**src/rtl/regfile_pkg.sv**
```systemverilog
// Shared types and widths for the register-file writeback path.
package regfile_pkg;

   localparam int REG_ADDR_W = 5;
   localparam int REG_DATA_W = 32;

   typedef struct packed {
      logic [REG_ADDR_W-1:0] regnum;
      logic [REG_DATA_W-1:0] data;
   } wb_entry_t;

   typedef enum logic {
      WB_SRC_MEM = 1'b0,
      WB_SRC_ALU = 1'b1
   } wb_src_e;

endpackage

```
**src/rtl/regfile_wb_fifo.sv**
```systemverilog
// In-order writeback queue. Exposes every slot in age order (index 0 = oldest)
// so the owner can run a newest-wins bypass search.
module regfile_wb_fifo
   import regfile_pkg::*;
#(
   parameter int DEPTH  = 4,
   parameter int DATA_W = REG_DATA_W,
   parameter int ADDR_W = REG_ADDR_W
) (
   input  logic                          clk,
   input  logic                          reset,
   input  logic                          i_push,
   input  logic [ADDR_W-1:0]             i_push_reg,
   input  logic [DATA_W-1:0]             i_push_data,
   input  logic                          i_pop,
   output logic [$clog2(DEPTH):0]        o_occupancy,
   output logic                          o_full,
   output logic                          o_empty,
   output logic [ADDR_W-1:0]             o_head_reg,
   output logic [DATA_W-1:0]             o_head_data,
   output logic [DEPTH-1:0]              o_age_valid,
   output logic [DEPTH-1:0][ADDR_W-1:0]  o_age_reg,
   output logic [DEPTH-1:0][DATA_W-1:0]  o_age_data
);

   localparam int PTR_W = $clog2(DEPTH);
   localparam int OCC_W = PTR_W + 1;
   localparam logic [PTR_W-1:0] PTR_ONE  = {{(PTR_W-1){1'b0}}, 1'b1};
   localparam logic [OCC_W-1:0] OCC_ONE  = {{(OCC_W-1){1'b0}}, 1'b1};
   localparam logic [OCC_W-1:0] OCC_FULL = OCC_W'(DEPTH);

   logic [ADDR_W-1:0] r_mem_reg  [DEPTH];
   logic [DATA_W-1:0] r_mem_data [DEPTH];
   logic [PTR_W-1:0]  r_wr_ptr;
   logic [PTR_W-1:0]  r_rd_ptr;
   logic [OCC_W-1:0]  r_occ;

   always_ff @(posedge clk or posedge reset) begin
      if (reset) begin
         for (int k = 0; k < DEPTH; k++) begin
            r_mem_reg[k]  <= {ADDR_W{1'b0}};
            r_mem_data[k] <= {DATA_W{1'b0}};
         end
         r_wr_ptr <= {PTR_W{1'b0}};
         r_rd_ptr <= {PTR_W{1'b0}};
         r_occ    <= {OCC_W{1'b0}};
      end else begin
         if (i_push) begin
            r_mem_reg[r_wr_ptr]  <= i_push_reg;
            r_mem_data[r_wr_ptr] <= i_push_data;
            r_wr_ptr             <= r_wr_ptr + PTR_ONE;
         end
         if (i_pop) begin
            r_rd_ptr <= r_rd_ptr + PTR_ONE;
         end
         case ({i_push, i_pop})
            2'b10:   r_occ <= r_occ + OCC_ONE;
            2'b01:   r_occ <= r_occ - OCC_ONE;
            default: r_occ <= r_occ;
         endcase
      end
   end

   assign o_occupancy = r_occ;
   assign o_full      = (r_occ == OCC_FULL);
   assign o_empty     = (r_occ == {OCC_W{1'b0}});
   assign o_head_reg  = r_mem_reg[r_rd_ptr];
   assign o_head_data = r_mem_data[r_rd_ptr];

   for (genvar g = 0; g < DEPTH; g++) begin : g_age
      logic [PTR_W-1:0] w_slot;
      assign w_slot         = r_rd_ptr + PTR_W'(g);
      assign o_age_valid[g] = (OCC_W'(g) < r_occ);
      assign o_age_reg[g]   = r_mem_reg[w_slot];
      assign o_age_data[g]  = r_mem_data[w_slot];
   end

endmodule

```
**src/rtl/regfile_wb_unit.sv**
```systemverilog
// Write-side controller for the register file: arbitrates load/ALU writebacks
// into an in-order queue, drains one per cycle, and serves a 2-port bypass.
module regfile_wb_unit
   import regfile_pkg::*;
#(
   parameter int DEPTH  = 4,
   parameter int DATA_W = REG_DATA_W,
   parameter int ADDR_W = REG_ADDR_W
) (
   input  logic                   clk,
   input  logic                   reset,
   input  logic                   mem_valid,
   output logic                   mem_ready,
   input  logic [ADDR_W-1:0]      mem_reg,
   input  logic [DATA_W-1:0]      mem_data,
   input  logic                   alu_valid,
   output logic                   alu_ready,
   input  logic [ADDR_W-1:0]      alu_reg,
   input  logic [DATA_W-1:0]      alu_data,
   input  logic                   wb_en,
   output logic [ADDR_W-1:0]      Write_Reg_Num,
   output logic [DATA_W-1:0]      Write_Data,
   output logic                   RegWrite,
   input  logic [ADDR_W-1:0]      byp_reg_1,
   input  logic [ADDR_W-1:0]      byp_reg_2,
   output logic                   byp_hit_1,
   output logic                   byp_hit_2,
   output logic [DATA_W-1:0]      byp_data_1,
   output logic [DATA_W-1:0]      byp_data_2,
   output logic [$clog2(DEPTH):0] occupancy
);

   logic                         w_full;
   logic                         w_empty;
   logic                         w_mem_acc;
   logic                         w_alu_acc;
   wb_src_e                      w_src;
   logic [ADDR_W-1:0]            w_push_reg;
   logic [DATA_W-1:0]            w_push_data;
   logic                         w_push;
   logic                         w_pop;
   logic [ADDR_W-1:0]            w_head_reg;
   logic [DATA_W-1:0]            w_head_data;
   logic [DEPTH-1:0]             w_age_valid;
   logic [DEPTH-1:0][ADDR_W-1:0] w_age_reg;
   logic [DEPTH-1:0][DATA_W-1:0] w_age_data;

   // Ready looks only at stored occupancy; loads win over ALU results.
   assign mem_ready = !reset && !w_full;
   assign alu_ready = !reset && !w_full && !mem_valid;
   assign w_mem_acc = mem_valid && mem_ready;
   assign w_alu_acc = alu_valid && alu_ready;

   assign w_src       = w_mem_acc ? WB_SRC_MEM : WB_SRC_ALU;
   assign w_push_reg  = (w_src == WB_SRC_MEM) ? mem_reg  : alu_reg;
   assign w_push_data = (w_src == WB_SRC_MEM) ? mem_data : alu_data;
   assign w_push      = (w_mem_acc || w_alu_acc) && (w_push_reg != {ADDR_W{1'b0}});

   assign RegWrite      = !w_empty && wb_en;
   assign w_pop         = RegWrite;
   assign Write_Reg_Num = w_empty ? {ADDR_W{1'b0}} : w_head_reg;
   assign Write_Data    = w_empty ? {DATA_W{1'b0}} : w_head_data;

   regfile_wb_fifo #(
      .DEPTH (DEPTH),
      .DATA_W(DATA_W),
      .ADDR_W(ADDR_W)
   ) u_fifo (
      .clk        (clk),
      .reset      (reset),
      .i_push     (w_push),
      .i_push_reg (w_push_reg),
      .i_push_data(w_push_data),
      .i_pop      (w_pop),
      .o_occupancy(occupancy),
      .o_full     (w_full),
      .o_empty    (w_empty),
      .o_head_reg (w_head_reg),
      .o_head_data(w_head_data),
      .o_age_valid(w_age_valid),
      .o_age_reg  (w_age_reg),
      .o_age_data (w_age_data)
   );

   // Bypass search walks oldest to newest so the last match (newest) wins.
   always_comb begin
      byp_hit_1  = 1'b0;
      byp_data_1 = {DATA_W{1'b0}};
      byp_hit_2  = 1'b0;
      byp_data_2 = {DATA_W{1'b0}};
      for (int k = 0; k < DEPTH; k++) begin
         if (w_age_valid[k] && (byp_reg_1 != {ADDR_W{1'b0}}) && (w_age_reg[k] == byp_reg_1)) begin
            byp_hit_1  = 1'b1;
            byp_data_1 = w_age_data[k];
         end else begin
            byp_hit_1  = byp_hit_1;
         end
         if (w_age_valid[k] && (byp_reg_2 != {ADDR_W{1'b0}}) && (w_age_reg[k] == byp_reg_2)) begin
            byp_hit_2  = 1'b1;
            byp_data_2 = w_age_data[k];
         end else begin
            byp_hit_2  = byp_hit_2;
         end
      end
   end

endmodule

```
**config.mk**
```make
export PLATFORM = sky130hd
export DESIGN_NAME = regfile_wb_unit
export DESIGN_NICKNAME = d
export VERILOG_FILES = /design/src/rtl/regfile_pkg.sv /design/src/rtl/regfile_wb_fifo.sv /design/src/rtl/regfile_wb_unit.sv
export SDC_FILE = /design/constraint.sdc
export NUM_CORES = 1
export LEC_CHECK = 0
export CAP_MARGIN = 25
export CORE_MARGIN = 1
export CORE_UTILIZATION = 50
export CTS_CLUSTER_SIZE = 24
export DETAILED_ROUTE_END_ITERATION = 8
export PLACE_DENSITY = 0.87
export REMOVE_ABC_BUFFERS = 1
export SETUP_SLACK_MARGIN = 0.1
export SYNTH_ARGS = -nofsm -noshare
export SYNTH_HDL_FRONTEND = slang
export SYNTH_SLANG_ARGS = --single-unit
```
**constraint.sdc**
```tcl
create_clock -name clk -period 13.8 [get_ports clk]
set_input_delay 2.07 -clock clk [delete_from_list [all_inputs] [get_ports clk]]
set_output_delay 2.07 -clock clk [all_outputs]
set_load 0.05 [all_outputs]
```
# Word level (Yosys, flattened, before mapping)
# Index checks and enable logic that the tools add are counted.
# Widths: inputs -> output; s select.
[op_classes] addsub=6 n_lt_le_gt_ge=10 eq_ne=11 muxes=51 bitwise=5 reduce_logical=33
[ops] operator="$mux 32" count=19
[ops] operator="$bmux 32 s2" count=4
[ops] operator="$bwmux 128" count=1
[ops] operator="$demux 32 s2" count=1
[ops] operator="$mux 5" count=11
[ops] operator="$bmux 5 s2" count=4
[ops] operator="$eq 5x5->1" count=8
[ops] operator="$logic_and 1x1->1" count=23
[ops] operator="$bwmux 20" count=1
[ops] operator="$ge 3x3->1 const B" count=5
[ops] operator="$not 2->3" count=5
[ops] operator="$reduce_bool 5->1" count=3
[ops] operator="$demux 5 s2" count=1
[ops] operator="$mux 1" count=8
[ops] operator="$lt 1x3->1 const A" count=2
[ops] operator="$lt 2x3->1 const A" count=2
[ops] operator="$pmux 3 s2" count=1
[ops] operator="$add 2x1->2 const B" count=2
[ops] operator="$add 2x2->2 const B" count=2
[ops] operator="$logic_not 1->1" count=4
[ops] operator="$add 3x1->3 const B" count=1
[ops] operator="$eq 3x3->1 const B" count=1
[ops] operator="$logic_not 3->1" count=1
[ops] operator="$lt 3x1->1 const B" count=1
[ops] operator="other kinds (5)" count=5
[totals] reg_bits=155 input_bits=89 out_inout_bits=109

# Longest topological paths before layout
[logic_depth] word_depth=10 depth_mapped=13 depth_no_buf=11

# Cells and area by module
# Synthesis repeated with hierarchy kept, for this count alone.
[hier_totals] hier_cells=1058 area_unflattened_um2=13002.5
[modules_own_cells] module="regfile_wb_fifo" instances=1 cells_per_inst=574 area_per_inst_um2=9770.6
[modules_own_cells] module="regfile_wb_unit" instances=1 cells_per_inst=484 area_per_inst_um2=3231.8

# Worst setup path before layout
# OpenSTA, ideal clock, no wires.
[synth_path] kind="in2out" startpoint="in byp_reg_1[1]" endpoint="out byp_data_1[0]" t_arrival_ps=4814 required_time_ps=11730 slack_ps=6916 stages=8 cell_sequence="clkbuf_1 or4_1 o21ai_0 nor4_1 o21ai_1 inv_1 buf_2 a221oi_1"
[synth_between] elab_chain_cells=7
[synth_lines] element="start, declared" line_no="regfile_wb_unit.sv:24" text="input logic [ADDR_W-1:0] byp_reg_1,"
[synth_lines] element="$reduce_bool 5->1" line_no="regfile_wb_unit.sv:92" text="if (w_age_valid[k] && (byp_reg_1 != {ADDR_W{1'b0}}) && (w_age_reg[k] == byp_reg_1)) begin"
[synth_lines] element="$logic_and 1x1->1 (2 in a row)" line_no="regfile_wb_unit.sv:92"
[synth_lines] element="$mux 32 (3 in a row)" line_no="regfile_wb_unit.sv:92"
[synth_lines] element="$mux 32 *" line_no="regfile_wb_unit.sv:92"
[synth_lines] element="end, declared" line_no="regfile_wb_unit.sv:28" text="output logic [DATA_W-1:0] byp_data_1,"
# Mark *: on every way between the ends. The rest lies on a longest branch, timed or not.

# Final worst setup path
[layout_path] startpoint="in byp_reg_1[3]" endpoint="out byp_data_1[30]"
# The elaborated chain is that of the path after synthesis.

==> impl_metrics.toml <==
[logic_synthesis]
synthMuxAreaShare = 0.329
netlist.area_leader.share = 0.299
ys_top_cells_by_area = "dfrtp_1 30%, mux4_2 22%, o21ai_0 6.4%, nand2_1 5.9%, mux2i_1 4.6%"
synth_top_family_by_area = "multiplexers"
yosysWarnings = 0
ys_ff_latch = 155
post_synth_instance_area_um2 = 13000
synth-async-reset-ratio = 1.00
synth_adder_area_share = 0.00867
synth.largest_area_cell = "dfrtp_1"
synth_ff_type = "dfrtp_1"
ys_types = 60
synthXorXnorAreaFrac = 0.0349
synth-edff-count = 0
synth_area_per_cell_um2 = 10.2
synth-compound-area-share = 0.136
synthCells = 1276
yosysSeqAreaShare = 0.299
synth-simple-area-share = 0.138

[detailed_routing]
vias = 11100
totalWireLength_um = 36100
wire_per_inst_um = 20.8
via_per_inst = 6.40
drt_iter0_markers = 1234
drc = 0
ant_nets = 0
detail_route.first_pass.iterations = 5

[clock_network]
hold_buffers = 0
cts_tree = "built"
cts-root-buf = "clkbuf_16"
cts_max_level = 4
clock_latency_ns = 0.43
clock-sinks = 155
clk_path_buf_depth = 2
post_cts_buffers = 0
cts_resized = 0
clk_pin_slew_worst_paths_ns = 0.06
cts_inserted_buffers = 17

[floorplanning]
die_y_um = 163
fp-row-count = 58
pin_count = 198
start_util = 0.513
dieArea_um2 = 26600
core_um2 = 25300
die_w_um = 163

[timing]
worst_clock_skew_ns = 0.00742
tightest_slew_ns = 0.913
rsz0062_at_grt = "false"
holdWs_ns = 0.505
setup_viol = 0
hold_viol = 0
worst_slack_ns = 5.69
timing.final.crit_period_ns = 8.11
fmax_ghz = 0.123
slew_headroom = 0.390
finalCritPeriodShare = 0.588
tns_ns = 0
finalMaxSlewViolations = 0

[layout]
drive_gt1_frac = 0.204
finalCoreUtilization = 0.617
diodes = 0
num-nets-final = 1490
area_delta_synth_final_pct = 20.2
largest_reg_flops = 128

[worst_setup_path]
critPathMaxStageDelay_ns = 0.83
cp_max_fo = 29
crit_slowest_cell = "clkdlybuf4s50_1"
path_class = "input port to output port"
cp.required_ns = 11.73
endpoint_kind = "output port"
crit_path_frequent_cell = "clkdlybuf4s50_1"
critical_path_arrival_ns = 6.04
crit_chain = "clkdlybuf4s50_1 -> or4_1 -> o21ai_0 -> nor4_2 -> o21a_2 -> buf_16 -> a21oi_4 -> buf_4 -> a221oi_1 -> nor2_1 -> clkdlybuf4s50_1"
worst_setup_path_start_kind = "input port"

[global_routing]
grt.overflow.total = 0
grt_pass1_vias = 10900
grt_pass1_wl_um = 57400
grt_usage = 0.278
grt_max_degree = 97
antenna_found_initial = 0

[power]
peakVddDrop_mv = 0.222
powerDensity_nw_per_um2 = 297
power_leakage_nw = 6.48
p_total_mw = 4.64

[run]
cap_violations = 0

[placement]
globalplace.congestion = 0.907
dp_slack_ns = 5.68
portBuffers = 197
hpwl_um = 23600

[run_status]
status = "completed"

[min_path]
hold_class = "flop to flop"
[worst max-delay path, delay by kind of cell]
kind	cells	cell delay [ns]
AO/OA/AOI/OAI	4	0.87
AND/OR/NAND/NOR	3	0.89
buffers and inverters	4	2.20
[placed cells by master, fill, tap and decap left out, drive strengths merged, types with 4 or more instances in the layout]
cell type      netlist  layout
xnor2               35      35
o21ai              170     170
nor4                 7       7
mux2                65      65
and3                 4       4
nand2              205     205
nor2b               36      36
nand3               29      29
xor2                15      15
a31oi               34      34
mux2i               62      62
nor3                14      14
a21oi                7       7
clkinv               1       5
a221oi              31      31
ha                   9       9
o22ai                4       4
a211oi               4       4
buf                 73      21
dfrtp              155     155
mux4               126     126
clkbuf              48      23
nor2               107     107
clkdlybuf4s50        0     197
inv                 10      10
[where the power goes]
part | leakage [nW] | internal [mW] | switching (mW) | total [mW]
registers | 1.95 | 0.663 | 0.291 | 0.954
clock network | 0.293 | 0.297 | 0.185 | 0.481
logic | 4.24 | 1.40 | 1.80 | 3.20
total | 6.48 | 2.36 | 2.28 | 4.64
[final timing paths]
path                                            start                    end  slack (ns)  depth (start not counted)
worst min-delay path            u_fifo.r_mem_data[64]  u_fifo.r_mem_data[64]        0.51                          2
min in group asynchronous                       reset  u_fifo.o_occupancy[1]        2.29                          2
worst max register to register  u_fifo.o_occupancy[0]  u_fifo.r_mem_data[67]        9.90                         10
worst max-delay path                     byp_reg_1[3]         byp_data_1[30]        5.69                         11
max in group asynchronous                       reset     u_fifo.r_rd_ptr[0]       10.16                          3
worst min register to register  u_fifo.r_mem_data[64]  u_fifo.r_mem_data[64]        0.51                          2
[Yosys cell counts (10+ instances only)]
library cell / instances
inv_1: 10
mux2_2: 34
buf_6: 13
nor2b_1: 36
a31oi_1: 34
nand3_1: 29
clkbuf_1: 48
mux4_2: 126
mux2i_1: 60
xnor2_1: 33
nor3_1: 12
mux2_4: 22
buf_2: 43
nor2_1: 107
dfrtp_1: 155
xor2_1: 15
o21ai_0: 167
a221oi_2: 22
nand2_1: 204
[cells by family after synthesis]
kind of cell / count (synthesis)
flip-flops: 155
buffers and inverters: 132
AND/OR/NAND/NOR: 413
AO/OA/AOI/OAI: 264
XOR/XNOR: 50
adder cells (fa/ha/maj): 9
multiplexers: 253
[per-stage QoR]
step                std cells  area [um2]
global route             1734       15600
floorplan                1155       12300
global placement         1698       14900
CTS                      1730       15500
finish                   1734       15600
detailed placement       1699       14900
[layer usage]
metal	global-route usage	routed length, um
met5	0	0
met3	0.0470	3430
met2	0.469	17900
met1	0.352	13600
met4	0.116	1170
[area by class of cell]
| type | instances | area [um2] |
|---|---|---|
| clock buffers | 23 | 478 |
| well taps | 330 | 413 |
| repair buffers | 218 | 2220 |
| inverters | 11 | 46.3 |
| multi-input cells | 989 | 8450 |
| flip-flops and latches | 155 | 3890 |
| clock inverters | 8 | 118 |
| fillers | 1984 | 9710 |
Power figures use the tool's default switching activity.
